**src/rtl/multicycle_main_control.sv**
```systemverilog
// Main control FSM for a multi-cycle MIPS datapath: sequences fetch/decode/execute/
// memory/write-back and drives every datapath enable and mux select from the state.
module multicycle_main_control (
    input  logic       clk,
    input  logic       reset,
    input  logic [5:0] opcode,
    output logic       PCWrite,
    output logic       PCWriteCond,
    output logic       IorD,
    output logic       MemRead,
    output logic       MemWrite,
    output logic       IRWrite,
    output logic       MemtoReg,
    output logic       RegDst,
    output logic       RegWrite,
    output logic       ALUSrcA,
    output logic [1:0] ALUSrcB,
    output logic [1:0] ALUop,
    output logic [1:0] PCSource,
    output logic [3:0] state,
    output logic       illegal
);

    localparam logic [5:0] OP_RTYPE = 6'b000000;
    localparam logic [5:0] OP_LW    = 6'b100011;
    localparam logic [5:0] OP_SW    = 6'b101011;
    localparam logic [5:0] OP_BEQ   = 6'b000100;
    localparam logic [5:0] OP_J     = 6'b000010;
    localparam logic [5:0] OP_ADDI  = 6'b001000;

    typedef enum logic [3:0] {
        FETCH  = 4'd0,
        DECODE = 4'd1,
        MEMADR = 4'd2,
        MEMRD  = 4'd3,
        MEMWB  = 4'd4,
        MEMWR  = 4'd5,
        EXEC   = 4'd6,
        ALUWB  = 4'd7,
        BRANCH = 4'd8,
        JUMP   = 4'd9,
        ADDIEX = 4'd10,
        ADDIWB = 4'd11
    } state_t;

    typedef struct packed {
        logic       pc_write;
        logic       pc_write_cond;
        logic       i_or_d;
        logic       mem_read;
        logic       mem_write;
        logic       ir_write;
        logic       mem_to_reg;
        logic       reg_dst;
        logic       reg_write;
        logic       alu_src_a;
        logic [1:0] alu_src_b;
        logic [1:0] alu_op;
        logic [1:0] pc_source;
    } ctrl_t;

    state_t cur_state;
    state_t nxt_state;
    ctrl_t  ctrl_q;
    logic   dec_illegal;

    // Moore output decode; unlisted states (including unreachable codes) drive all zeros.
    function automatic ctrl_t ctrl_of(input state_t s);
        ctrl_t c;
        c = '0;
        case (s)
            FETCH: begin
                c.mem_read  = 1'b1;
                c.ir_write  = 1'b1;
                c.pc_write  = 1'b1;
                c.alu_src_b = 2'b01;
            end
            DECODE: c.alu_src_b = 2'b11;
            MEMADR: begin
                c.alu_src_a = 1'b1;
                c.alu_src_b = 2'b10;
            end
            MEMRD: begin
                c.mem_read = 1'b1;
                c.i_or_d   = 1'b1;
            end
            MEMWB: begin
                c.reg_write  = 1'b1;
                c.mem_to_reg = 1'b1;
            end
            MEMWR: begin
                c.mem_write = 1'b1;
                c.i_or_d    = 1'b1;
            end
            EXEC: begin
                c.alu_src_a = 1'b1;
                c.alu_op    = 2'b10;
            end
            ALUWB: begin
                c.reg_write = 1'b1;
                c.reg_dst   = 1'b1;
            end
            BRANCH: begin
                c.alu_src_a     = 1'b1;
                c.alu_op        = 2'b01;
                c.pc_write_cond = 1'b1;
                c.pc_source     = 2'b01;
            end
            JUMP: begin
                c.pc_write  = 1'b1;
                c.pc_source = 2'b10;
            end
            ADDIEX: begin
                c.alu_src_a = 1'b1;
                c.alu_src_b = 2'b10;
            end
            ADDIWB: c.reg_write = 1'b1;
            default: c = '0;
        endcase
        return c;
    endfunction

    // Next-state selection; opcode is only consulted in DECODE and MEMADR.
    always_comb begin
        nxt_state   = FETCH;
        dec_illegal = 1'b0;
        case (cur_state)
            FETCH:  nxt_state = DECODE;
            DECODE: begin
                case (opcode)
                    OP_LW, OP_SW: nxt_state = MEMADR;
                    OP_RTYPE:     nxt_state = EXEC;
                    OP_BEQ:       nxt_state = BRANCH;
                    OP_J:         nxt_state = JUMP;
                    OP_ADDI:      nxt_state = ADDIEX;
                    default: begin
                        nxt_state   = FETCH;
                        dec_illegal = 1'b1;
                    end
                endcase
            end
            MEMADR: nxt_state = (opcode == OP_SW) ? MEMWR : MEMRD;
            MEMRD:  nxt_state = MEMWB;
            EXEC:   nxt_state = ALUWB;
            ADDIEX: nxt_state = ADDIWB;
            default: nxt_state = FETCH;
        endcase
    end

    // Outputs are registered alongside the state so they always match the state register.
    always_ff @(posedge clk or posedge reset) begin
        if (reset) begin
            cur_state <= FETCH;
            ctrl_q    <= ctrl_of(FETCH);
            illegal   <= 1'b0;
        end else begin
            cur_state <= nxt_state;
            ctrl_q    <= ctrl_of(nxt_state);
            if (dec_illegal) begin
                illegal <= 1'b1;
            end
        end
    end

    assign state       = cur_state;
    assign PCWrite     = ctrl_q.pc_write;
    assign PCWriteCond = ctrl_q.pc_write_cond;
    assign IorD        = ctrl_q.i_or_d;
    assign MemRead     = ctrl_q.mem_read;
    assign MemWrite    = ctrl_q.mem_write;
    assign IRWrite     = ctrl_q.ir_write;
    assign MemtoReg    = ctrl_q.mem_to_reg;
    assign RegDst      = ctrl_q.reg_dst;
    assign RegWrite    = ctrl_q.reg_write;
    assign ALUSrcA     = ctrl_q.alu_src_a;
    assign ALUSrcB     = ctrl_q.alu_src_b;
    assign ALUop       = ctrl_q.alu_op;
    assign PCSource    = ctrl_q.pc_source;

endmodule

```
**config.mk**
```make
export PLATFORM = sky130hd
export DESIGN_NAME = multicycle_main_control
export DESIGN_NICKNAME = d
export VERILOG_FILES = /design/src/rtl/multicycle_main_control.sv
export SDC_FILE = /design/constraint.sdc
export NUM_CORES = 1
export LEC_CHECK = 0
export ABC_CLOCK_PERIOD_IN_PS = 2000
export BUFFER_PORTS_ARGS = -buffer_cell sky130_fd_sc_hd__buf_2
export CORE_ASPECT_RATIO = 1.2
export CORE_UTILIZATION = 35
export DETAILED_ROUTE_END_ITERATION = 10
export PLACE_DENSITY = 0.67
export SLEW_MARGIN = 20
export SYNTH_ARGS = -nofsm -noshare
export SYNTH_HDL_FRONTEND = slang
export SYNTH_SLANG_ARGS = --single-unit
```
**constraint.sdc**
```tcl
create_clock -name clk -period 2 [get_ports clk]
set_input_delay 0.1 -clock clk [delete_from_list [all_inputs] [get_ports clk]]
set_output_delay 0.1 -clock clk [all_outputs]
set_load 0.005 [all_outputs]
```
# --- Word-level counts from Yosys, hierarchy flattened ---
# Cells that the tools add are included.
# Widths: inputs -> output; s select.
classes:
  addsub: 0
  multipliers: 0
  mux: 18
  n_eq_ne: 21
  div_mod_pow: 0
  bitwise: 0
  shifts: 0
  n_reduce_logical: 11
  order_cmp: 0
ops:
  columns: ["operator", "n"]
  rows:
  - ["$pmux 4 s6", 1]
  - ["$eq 4x3->1 const B", 5]
  - ["$eq 4x4->1 const B", 5]
  - ["$pmux 4 s5", 1]
  - ["$eq 4x2->1 const B", 4]
  - ["$eq 6x6->1 const B", 2]
  - ["$mux 1", 12]
  - ["$reduce_or 2->1", 5]
  - ["$eq 4x1->1 const B", 2]
  - ["$logic_not 4->1", 2]
  - ["$pmux 2 s2", 2]
  - ["$eq 6x2->1 const B", 1]
  - ["$eq 6x3->1 const B", 1]
  - ["$eq 6x4->1 const B", 1]
  - ["$logic_not 6->1", 1]
  - ["$pmux 2 s3", 1]
  - ["$reduce_or 6->1", 1]
  - ["$reduce_or 4->1", 1]
  - ["$mux 3", 1]
  - ["$reduce_or 3->1", 1]
word_totals:
  output_inout_bits: 21
  latchBits: 0
  memories: 0
  reg_bits: 21
  ramBits: 0
  romBits: 0
  in_bits: 8
  elab_cells: 65

# --- Depth between registers and ports, before layout ---
depth:
  ltp_word: 7
  ltp_mapped: 5
  mapped_depth_nobuf: 4

# --- Worst setup path after synthesis ---
# OpenSTA, ideal clock, no wires.
synth_path:
  path_kind: "reg2reg"
  from: "register cur_state[0], in the netlist state[0]"
  to: "register ctrl_q, in the netlist ALUSrcA"
  synth_period_minus_slack_ns: 1.419
  slack_ns: 0.581
  path_buffers: 1
  t_arrival_ns: 1.301
  path_stages_with_launch: 6
  path_cell_list: "dfrtp_1 -> buf_2 -> nor3_1 -> a21oi_1 -> a31o_1 -> a2bb2o_4"
synth_between:
  elab_chain_cells: 5
synth_lines:
  columns: ["element", "line_no", "text"]
  rows:
  - ["start, declared", "62", "state_t cur_state;"]
  - ["start signal, assigned", "157", "cur_state <= nxt_state;"]
  - ["$eq 4x4->1 (tied with other cells)", "127", "case (cur_state)"]
  - ["$pmux 4 s6 *", "127", null]
  - ["$eq 4x4->1 (tied with other cells)", "71", "case (s)"]
  - ["$reduce_or 4->1 (no source line) *", null, null]
  - ["$mux 1 *", "71", null]
  - ["end signal, assigned", "154", "ctrl_q <= ctrl_of(FETCH);"]
  - ["end signal, assigned", "158", "ctrl_q <= ctrl_of(nxt_state);"]
  - ["end, declared", "64", "ctrl_t ctrl_q;"]
# Mark *: on every way between the ends. The rest lies on a longest branch, timed or not.
# A chain may end at the register's enable or synchronous reset.

# --- Final worst setup path ---
layout_path:
  from: "register cur_state[0], in the netlist state[0]"
  to: "register ctrl_q, in the netlist ALUop[0]"
layout_between:
  elab_chain_cells: 4
layout_lines:
  columns: ["element", "line_no", "text"]
  rows:
  - ["$eq 4x4->1 (tied with other cells)", "127", null]
  - ["$pmux 4 s6 *", "127", null]
  - ["named net nxt_state[3]", "63", "state_t nxt_state;"]
  - ["$eq 4x4->1 / $eq 4x3->1 (equally long branches)", "71", null]
  - ["$pmux 2 s2 *", "71", null]
# Mark *: on every way through the listed nets, which the timed path passes. The rest lies on a longest branch.

==> results.tsv <==
metric	value	unit
Int Power	754	uW
Setup WS post-layout	0.317	ns
CTS tree	built	
P_leak	0.585	nW
Remaining DRCs	0	
register share of total power	50.4	%
RSZ-0062 raised after global routing	no	
setup TNS	0	ns
initial core utilization	37.4	%
Final Net Count	124	
clock root cell	clkbuf_4	
synth unique cells	39	
synth-to-layout area growth	20.5	%
multi-input logic area	417	um2
class of the worst hold path	in2reg	
worst hold path stage count	2	
Worst Path Max Fanout	13	
Yosys warnings	0	
sw frac	31.2	%
CP arrival	1.92	ns
hpwl dp	1410	um
max-cap violation count	0	
routed wire length per instance	12.9	um
Switching Power	342	uW
Clk pwr share	20.7	%
layout cells sized above 1	37.4	%
Core Area	2580	um2
Die X-Extent	49.9	um
clock edge transition at the registers on the reported setup and hold paths	0.10	ns
routed vias	779	
Antenna Nets Post-Route	0	
final instance area	1160	um2
Num CTS Buffers	3	
period utilization	84.2	%
fin util	45.0	%
Hold Violations, Final	0	
sequential fraction of the synthesis area	52.5	%
Final Non-Filler Cells	148	
ys flop type	dfrtp_1	
CP required	2.24	ns
total power	1.10	mW
area share of the largest cell type after synthesis	41.6	%
critical path type	reg2reg	
fraction of registers with async set/reset	100	%
Fmax	0.594	GHz
Synth area leaders	dfrtp_1 (42%), dfstp_2 (11%), a21oi_1 (3.1%), a221oi_4 (2.7%), nor2_1 (2.3%)	
Power Density	944	nW/um2
initial antenna violation count	0	
clock latency on the worst-skew pair	0.29	ns
Post-synth EDFFs	0	
Synth area leader	dfrtp_1	
IO Port Bufs	28	
setup violators final	0	
Mapped Nets	95	
Cell Rows	20	
Hold Slack	0.0605	ns
Worst VDD drop	0.000386	V
Post CTS Setup Buffer Count	0	
GRT Total Usage	14.8	%
clk buf depth	2	
total gr overflow	0	
die area	2970	um2
fillers	258	
GPL Wtd Cong	0.869	
diode count	0	
Worst Setup End Kind	register	
synthesized instance count	87	
Slew Limit Fails	0	
Cell Area, Synth	963	um2
DRT iter0 DRCs	16	
top-count cell post-synth	dfrtp_1	
Setup crit start kind	register	
relative slew slack	53.3	%
vias in the first global route	663	
Setup WS pre-CTS	0.373	ns
largest net degree at the start of global routing	21	
Syn Area/Cell	11.1	um2
Comb pwr share	28.9	%
top post-synthesis cells by count	dfrtp_1 (16), a21oi_1 (6), nor2_1 (6)	
register bit count reported by yosys	20	
# IOs	29	
CTS resizes	0	
Clock Skews	0.00225	ns
register area	505	um2
global-route wire length before repair	3190	um
outcome	finished, final reports clean	
reg2reg path depth	4	
Num Clock Sinks	20	
final WL	1910	um
H-tree levels	1	
min Tclk post-route	1.68	ns
Slew @ Worst Pin	0.699	ns
dpl cells	143	
DR pass1 iterations	4	
DP Area	1110	um2
die extent in y	59.5	um
Via density	5.26	
## final timing paths
| path | to | slack [ns] | from |
|---|---|---|---|
| worst max register to register | ALUop[0]$_DFF_PP0_ | 0.32 | state[0]$_DFF_PP0_ |
| max in group asynchronous | PCSource[1]$_DFF_PP0_ | 1.12 | reset |
| worst max-delay path | ALUop[0]$_DFF_PP0_ | 0.32 | state[0]$_DFF_PP0_ |
| worst min-delay path | ALUop[1]$_DFF_PP0_ | 0.06 | opcode[0] |
| min in group asynchronous | state[1]$_DFF_PP0_ | 0.44 | reset |
| worst min register to register | illegal$_DFFE_PP0P_ | 0.47 | illegal$_DFFE_PP0P_ |
## sequential cells by signal, indices dropped and copies added, names as in the netlist, 2 cells and up
name	flops
ALUop	2
PCSource	2
ALUSrcB	2
state	4
## kinds of logic (layout without fill, tap and decap cells)
logic type,Yosys count,in the layout,share of synthesized area [%]
buffers and inverters,8,36,4.28
XOR/XNOR,2,2,1.82
AND/OR/NAND/NOR,33,33,20.7
flip-flops,20,20,52.5
AO/OA/AOI/OAI,24,24,20.8
## critical path, cell delays in order (launching register included)
cell and delay (ns):
dfrtp_1 0.52, and2b_4 0.34, nand2_1 0.11, a221oi_4 0.47, and2_1 0.19
## what timing repair did
| action | CTS | global route |
|---|---|---|
| endpoints found under the hold margin | 16 | 0 |
| hold buffers | 1 | 0 |
| endpoints found under the setup margin | 0 | 0 |
## power by group through the flow
stage	Combinational, mW	Sequential (mW)	Clock, mW
after CTS	0.318	0.552	0.233
after detailed placement	0.316	0.561	0
after floorplan	0.216	0.544	0
after global placement	0.316	0.556	0
after global routing	0.356	0.564	0.252
final	0.317	0.552	0.227
## cell type report
cell class                 count  area share [%]
sequential                    20            43.5
multi-input combinational     59            35.9
timing repair buffer          29            12.9
tap                           33            3.56
clock buffer                   4            3.13
inverter                       3           0.970
## routing by layer
| layer | GRT usage (%) | vias up | wire length, um |
|---|---|---|---|
| li1 | - | 370 | - |
| met1 | 19.5 | 374 | 829 |
| met2 | 22.8 | 31 | 951 |
| met3 | 1.79 | 4 | 71 |
| met4 | 9.80 | 0 | 53 |
| met5 | 0 | - | 0 |
## layout by cell type, fill, tap and decap left out, types with 2 or more instances in the layout
| cell type | instances |
|---|---|
| nor4b_1 | 2 |
| inv_1 | 3 |
| dfrtp_1 | 16 |
| and3_1 | 2 |
| nand3b_1 | 2 |
| o21ai_0 | 3 |
| nand3_1 | 2 |
| dfstp_2 | 4 |
| nand2_1 | 4 |
| and2_1 | 3 |
| buf_2 | 28 |
| clkbuf_4 | 3 |
| a21oi_1 | 6 |
| nor2_1 | 6 |
| xor2_1 | 2 |
| nor3_1 | 4 |
Note: power is estimated with default switching activity, not from simulation.
